--- config.mk ---
export PLATFORM = sky130hd
export DESIGN_NAME = axi_ram_arbiter
export DESIGN_NICKNAME = d
export VERILOG_FILES = /design/src/rtl/axi_ram_arbiter.sv
export SDC_FILE = /design/constraint.sdc
export NUM_CORES = 1
export LEC_CHECK = 0
export CAP_MARGIN = 20
export CORE_AREA = 2 2 207 209
export CTS_BUF_LIST = sky130_fd_sc_hd__clkbuf_8
export CTS_CLUSTER_DIAMETER = 200
export DETAILED_ROUTE_END_ITERATION = 8
export DIE_AREA = 0 0 209 211
export SYNTH_ARGS = -nofsm -noshare
export SYNTH_HDL_FRONTEND = slang
export SYNTH_SLANG_ARGS = --single-unit
--- constraint.sdc ---
create_clock -name ACLK -period 1.9 [get_ports ACLK]
set_input_delay 0.57 -clock ACLK [delete_from_list [all_inputs] [get_ports ACLK]]
set_output_delay 0.57 -clock ACLK [all_outputs]
set_load 0.005 [all_outputs]
--- src/rtl/axi_ram_arbiter.sv ---
// axi_ram_arbiter: N-port round-robin AXI arbiter in front of one axi_ram.
// Optional AXI_RAM_ARB_PERF_EN adds per-port completed-transaction counters.
module axi_ram_arbiter #(
    parameter int N_PORTS = 4,
    parameter int ID_W    = 5,
    parameter int ADDR_W  = 16,
    parameter int DATA_W  = 8
) (
    input  logic                               ACLK,
    input  logic                               ARESET,
`ifdef AXI_RAM_ARB_PERF_EN
    output logic [N_PORTS-1:0][31:0]           perf_grants,
`endif
    input  logic [N_PORTS-1:0]                 s_awvalid,
    input  logic [N_PORTS-1:0][ID_W-1:0]       s_awid,
    input  logic [N_PORTS-1:0][ADDR_W-1:0]     s_awaddr,
    input  logic [N_PORTS-1:0][7:0]            s_awlen,
    input  logic [N_PORTS-1:0][2:0]            s_awsize,
    input  logic [N_PORTS-1:0][1:0]            s_awburst,
    output logic [N_PORTS-1:0]                 s_awready,
    input  logic [N_PORTS-1:0]                 s_wvalid,
    input  logic [N_PORTS-1:0][DATA_W-1:0]     s_wdata,
    input  logic [N_PORTS-1:0][DATA_W/8-1:0]   s_wstrb,
    input  logic [N_PORTS-1:0]                 s_wlast,
    output logic [N_PORTS-1:0]                 s_wready,
    output logic [N_PORTS-1:0]                 s_bvalid,
    output logic [N_PORTS-1:0][ID_W-1:0]       s_bid,
    input  logic [N_PORTS-1:0]                 s_bready,
    input  logic [N_PORTS-1:0]                 s_arvalid,
    input  logic [N_PORTS-1:0][ID_W-1:0]       s_arid,
    input  logic [N_PORTS-1:0][ADDR_W-1:0]     s_araddr,
    input  logic [N_PORTS-1:0][7:0]            s_arlen,
    input  logic [N_PORTS-1:0][2:0]            s_arsize,
    input  logic [N_PORTS-1:0][1:0]            s_arburst,
    output logic [N_PORTS-1:0]                 s_arready,
    output logic [N_PORTS-1:0]                 s_rvalid,
    output logic [N_PORTS-1:0][ID_W-1:0]       s_rid,
    output logic [N_PORTS-1:0][DATA_W-1:0]     s_rdata,
    output logic [N_PORTS-1:0]                 s_rlast,
    input  logic [N_PORTS-1:0]                 s_rready,
    output logic                               m_awvalid,
    output logic [ID_W-1:0]                    m_awid,
    output logic [ADDR_W-1:0]                  m_awaddr,
    output logic [7:0]                         m_awlen,
    output logic [2:0]                         m_awsize,
    output logic [1:0]                         m_awburst,
    input  logic                               m_awready,
    output logic                               m_wvalid,
    output logic [DATA_W-1:0]                  m_wdata,
    output logic [DATA_W/8-1:0]                m_wstrb,
    output logic                               m_wlast,
    input  logic                               m_wready,
    input  logic                               m_bvalid,
    input  logic [ID_W-1:0]                    m_bid,
    output logic                               m_bready,
    output logic                               m_arvalid,
    output logic [ID_W-1:0]                    m_arid,
    output logic [ADDR_W-1:0]                  m_araddr,
    output logic [7:0]                         m_arlen,
    output logic [2:0]                         m_arsize,
    output logic [1:0]                         m_arburst,
    input  logic                               m_arready,
    input  logic                               m_rvalid,
    input  logic [ID_W-1:0]                    m_rid,
    input  logic [DATA_W-1:0]                  m_rdata,
    input  logic                               m_rlast,
    output logic                               m_rready
);

    localparam int GW = $clog2(N_PORTS);

    typedef enum logic [2:0] {
        IDLE, WR_ADDR, WR_DATA, WR_RESP, RD_ADDR, RD_DATA
    } state_t;

    state_t            r_state;
    state_t            w_next;
    logic [GW-1:0]     r_grant;
    logic [GW-1:0]     r_last;
    logic [GW-1:0]     w_pick;
    logic [GW-1:0]     w_cand;
    logic [N_PORTS-1:0] w_req;
    logic              w_any;
    logic              w_pick_wr;
    logic              w_b_hs;
    logic              w_r_done;

    assign w_req    = s_awvalid | s_arvalid;
    assign w_b_hs   = (r_state == WR_RESP) && m_bvalid && s_bready[r_grant];
    assign w_r_done = (r_state == RD_DATA) && m_rvalid
                      && s_rready[r_grant] && m_rlast;

    // round-robin search starting one past the last completed port
    always_comb begin
        w_any  = 1'b0;
        w_pick = r_last;
        w_cand = r_last;
        for (int i = 0; i < N_PORTS; i++) begin
            w_cand = GW'((int'(r_last) + 1 + i) % N_PORTS);
            if (!w_any && w_req[w_cand]) begin
                w_any  = 1'b1;
                w_pick = w_cand;
            end
        end
        w_pick_wr = s_awvalid[w_pick];
    end

    // state register
    always_ff @(posedge ACLK or posedge ARESET) begin
        if (ARESET) r_state <= IDLE;
        else        r_state <= w_next;
    end

    // grant latch in IDLE; last_grant moves only on a completed transaction
    always_ff @(posedge ACLK or posedge ARESET) begin
        if (ARESET) begin
            r_grant <= '0;
            r_last  <= GW'(N_PORTS - 1);
        end else begin
            if (r_state == IDLE && w_any) r_grant <= w_pick;
            if (w_b_hs || w_r_done)       r_last  <= r_grant;
        end
    end

    // next-state logic; writes win over reads on the same port
    always_comb begin
        w_next = r_state;
        unique case (r_state)
            IDLE:
                if (w_any) w_next = w_pick_wr ? WR_ADDR : RD_ADDR;
            WR_ADDR:
                if (s_awvalid[r_grant] && m_awready) w_next = WR_DATA;
            WR_DATA:
                if (s_wvalid[r_grant] && m_wready && s_wlast[r_grant])
                    w_next = WR_RESP;
            WR_RESP:
                if (w_b_hs) w_next = IDLE;
            RD_ADDR:
                if (s_arvalid[r_grant] && m_arready) w_next = RD_DATA;
            RD_DATA:
                if (w_r_done) w_next = IDLE;
            default:
                w_next = IDLE;
        endcase
    end

    // channel routing: payload muxed always, handshakes only in owning state
    always_comb begin
        s_awready = '0;
        s_wready  = '0;
        s_bvalid  = '0;
        s_arready = '0;
        s_rvalid  = '0;
        m_awvalid = 1'b0;
        m_wvalid  = 1'b0;
        m_bready  = 1'b0;
        m_arvalid = 1'b0;
        m_rready  = 1'b0;
        m_awid    = s_awid[r_grant];
        m_awaddr  = s_awaddr[r_grant];
        m_awlen   = s_awlen[r_grant];
        m_awsize  = s_awsize[r_grant];
        m_awburst = s_awburst[r_grant];
        m_wdata   = s_wdata[r_grant];
        m_wstrb   = s_wstrb[r_grant];
        m_wlast   = s_wlast[r_grant];
        m_arid    = s_arid[r_grant];
        m_araddr  = s_araddr[r_grant];
        m_arlen   = s_arlen[r_grant];
        m_arsize  = s_arsize[r_grant];
        m_arburst = s_arburst[r_grant];
        for (int p = 0; p < N_PORTS; p++) begin
            s_bid[p]   = m_bid;
            s_rid[p]   = m_rid;
            s_rdata[p] = m_rdata;
            s_rlast[p] = m_rlast;
        end
        unique case (r_state)
            WR_ADDR: begin
                m_awvalid          = s_awvalid[r_grant];
                s_awready[r_grant] = m_awready;
            end
            WR_DATA: begin
                m_wvalid          = s_wvalid[r_grant];
                s_wready[r_grant] = m_wready;
            end
            WR_RESP: begin
                s_bvalid[r_grant] = m_bvalid;
                m_bready          = s_bready[r_grant];
            end
            RD_ADDR: begin
                m_arvalid          = s_arvalid[r_grant];
                s_arready[r_grant] = m_arready;
            end
            RD_DATA: begin
                s_rvalid[r_grant] = m_rvalid;
                m_rready          = s_rready[r_grant];
            end
            default: ;
        endcase
    end

`ifdef AXI_RAM_ARB_PERF_EN
    // saturating per-port completion counters
    always_ff @(posedge ACLK or posedge ARESET) begin
        if (ARESET) begin
            perf_grants <= '0;
        end else if ((w_b_hs || w_r_done) && (perf_grants[r_grant] != '1)) begin
            perf_grants[r_grant] <= perf_grants[r_grant] + 32'd1;
        end
    end
`endif

endmodule

==> results.json <==
{
  "tritoncts": "built",
  "violations": "negative setup slack",
  "antenna_found_initial": 0,
  "portBuffers": 446,
  "cp-end-kind": "output port",
  "drive_gt1_frac": 0.476,
  "whs_ns": 0.607,
  "first_pass_iters": 4,
  "synth_nets": 655,
  "fin_crit_ns": 2.43,
  "mostFrequentLayoutCells": "316 x clkdlybuf4s50_1, 83 x mux4_2, 74 x buf_2, 65 x buf_6, 65 x buf_4",
  "grt_pass1_wl_um": 34800,
  "grt_pass1_vias": 5167,
  "final_util": 0.226,
  "dpl.hpwl_um": 20300,
  "grt-ovfl-total": 0,
  "route.vias.total": 4776,
  "ctsHtreeMaxLevel": 1,
  "avgSynthCellArea_um2": 11.4,
  "tightest_slew_ns": 0.355,
  "r2r_cells": 8,
  "fin_crit_sh": 1.28,
  "peakVddDrop_mv": 0.492,
  "clk_pin_slew_ns": 0.04,
  "leakage_uw": 0.00378,
  "die_x_um": 209,
  "crit_fanout": 5,
  "grt_usage": 0.106,
  "drc_errors": 0,
  "synth_ff_type": "dfrtp_1",
  "setup_ws_ns": -0.535,
  "reg2reg_slack_ns": -0.40,
  "grt_max_degree": 23,
  "core_mm2": 0.0418,
  "finalClockSkew_ns": 0.00271,
  "cp.buffers_inverters": 5,
  "fmax_mhz": 411,
  "cts_buffers": 3,
  "async_flop_share": 1.00,
  "worstPathArrival_ns": 1.86,
  "path_delay_family": "buffers and inverters",
  "io_pins": 537,
  "synth_edf_count": 0,
  "rsz0062_at_grt": "true",
  "hold_class": "in -> async",
  "row_count": 75,
  "wl_per_cell_um": 19.2,
  "initial_core_util": 0.0810,
  "p_per_area_mw_per_mm2": 1050,
  "slew_headroom": 0.763,
  "hold_violations": 0,
  "postRouteAntennaNets": 0,
  "ys_seq_area_frac": 0.0525,
  "crit_path_frequent_cell": "buf_12",
  "finalSetupViolations": 108,
  "reg2reg_from": "r_grant[0]$_DFFE_PP0P_",
  "cp-startpoint": "r_grant[0]$_DFFE_PP0P_",
  "die_h_um": 211,
  "drv_cap": 0,
  "final_max_slew_viol_count": 0,
  "cts_buffer_depth": 2,
  "routed_wirelength_um": 25500,
  "drtIter0Drc": 160,
  "cts_sinks": 7,
  "detail_route.vias_per_cell": 3.60,
  "die-area_mm2": 0.0441,
  "crit_chain": "buf_12 > buf_12 > buf_16 > buf_8 > mux4_2 > buf_6",
  "criticalPathCategory": "reg -> out",
  "crit_path_max_incr_delay_ns": 0.52,
  "status": "finished, violations left",
  "rr_endpoint": "r_last[1]$_DFFE_PP1P_",
  "ctsRootBufferMaster": "clkbuf_8",
  "synth_cell_types": 47,
  "place_congestion": 0.763,
  "final_common_cell": "clkdlybuf4s50_1",
  "fin_nets": 1145,
  "netlist_area_mm2": 0.00338,
  "diodes": 0,
  "cts_hold_buf": 0,
  "ys_warn_count": 0,
  "syn_to_final_growth_pct": 179,
  "postSynthCellCount": 297,
  "clk_latency_ns": 0.22,
  "critPathSlowestCell": "dfrtp_4",
  "ys_ff_latch": 7,
  "start_kind": "flop",
  "cp.required_ns": 1.33
}
power by group:
group / internal (µW) / switching [µW]
logic: 5820 / 3400
registers: 258 / 216
clock network: 139 / 61.7
total: 6220 / 3680
worst max path at each step:
stage | to | cells after the start
floorplan | m_araddr[10] | 5
global placement | m_bready | 6
detailed placement | m_awvalid | 4
CTS | m_awsize[1] | 6
global route | m_wdata[4] | 6
finish | m_awsize[1] | 6
synthesized netlist by cell type (2+ instances only):
cell      number  share of area
a211oi_1       2         0.0044
a21oi_1        7          0.010
a31oi_1        4         0.0074
and3_1         2         0.0037
buf_1          6         0.0067
buf_2         15          0.022
buf_4         76           0.17
clkbuf_1       5         0.0055
dfrtp_1        5          0.037
dfstp_2        2          0.016
inv_1          4         0.0044
mux2_1         3          0.010
mux2i_1        2         0.0059
mux4_2        82           0.55
nand2_1        2         0.0022
nand2b_1       4         0.0074
nand3_1        6         0.0089
nor2_1        25          0.028
nor2b_1        3         0.0055
nor3_1         9          0.013
nor4_1         2         0.0037
o21ai_0        6         0.0089
repair_timing:
| item | in CTS | in global routing |
|---|---|---|
| cloned | 7 | 1 |
| buffers inserted | 57 | 14 |
| endpoints found under the hold margin | 0 | 0 |
| pin swaps | 25 | 8 |
| endpoints found under the setup margin | 114 | 112 |
| resized for setup | 531 | 46 |
logic make-up after synthesis:
group | count (synthesis) | share of synthesized area
AO/OA/AOI/OAI | 35 | 0.0787
buffers and inverters | 107 | 0.211
flip-flops | 7 | 0.0525
multiplexers | 88 | 0.569
AND/OR/NAND/NOR | 60 | 0.0887
metal layers:
metal	up-vias	wire, µm	global-route usage
met5	-	0	0
li1	2108	-	-
met1	2338	10400	0.134
met4	0	565	0.0259
met3	20	2480	0.0378
met2	310	12000	0.173
flip-flops by register name, indices dropped and copies added (netlist names):
signal / flops
r_state: 3
r_grant: 2
r_last: 2
per-stage QoR:
step | setup slack (ns) | setup TNS, ns | power, µW | instances | area [µm²]
finish | -0.535 | -43.29 | 9900 | 1325 | 9440
global route | -0.588 | -49.85 | 10500 | 1325 | 9440
CTS | -0.578 | -47.68 | 9640 | 1313 | 9190
detailed placement | -0.872 | -69.02 | 7720 | 1249 | 8430
global placement | -0.869 | -68.54 | 7660 | 1249 | 8430
floorplan | -0.0263 | -0.526 | 3850 | 297 | 3440
layout make-up:
class | count | area (µm²)
Clock inverter | 1 | 3.75
Inverter | 4 | 15.0
Clock buffer | 3 | 41.3
Tap cell | 539 | 674
Multi-Input combinational cell | 183 | 2750
Sequential cell | 7 | 186
Timing Repair Buffer | 588 | 5760
Fill cell | 4473 | 32300
No activity file was read; power rests on OpenSTA's default activity.
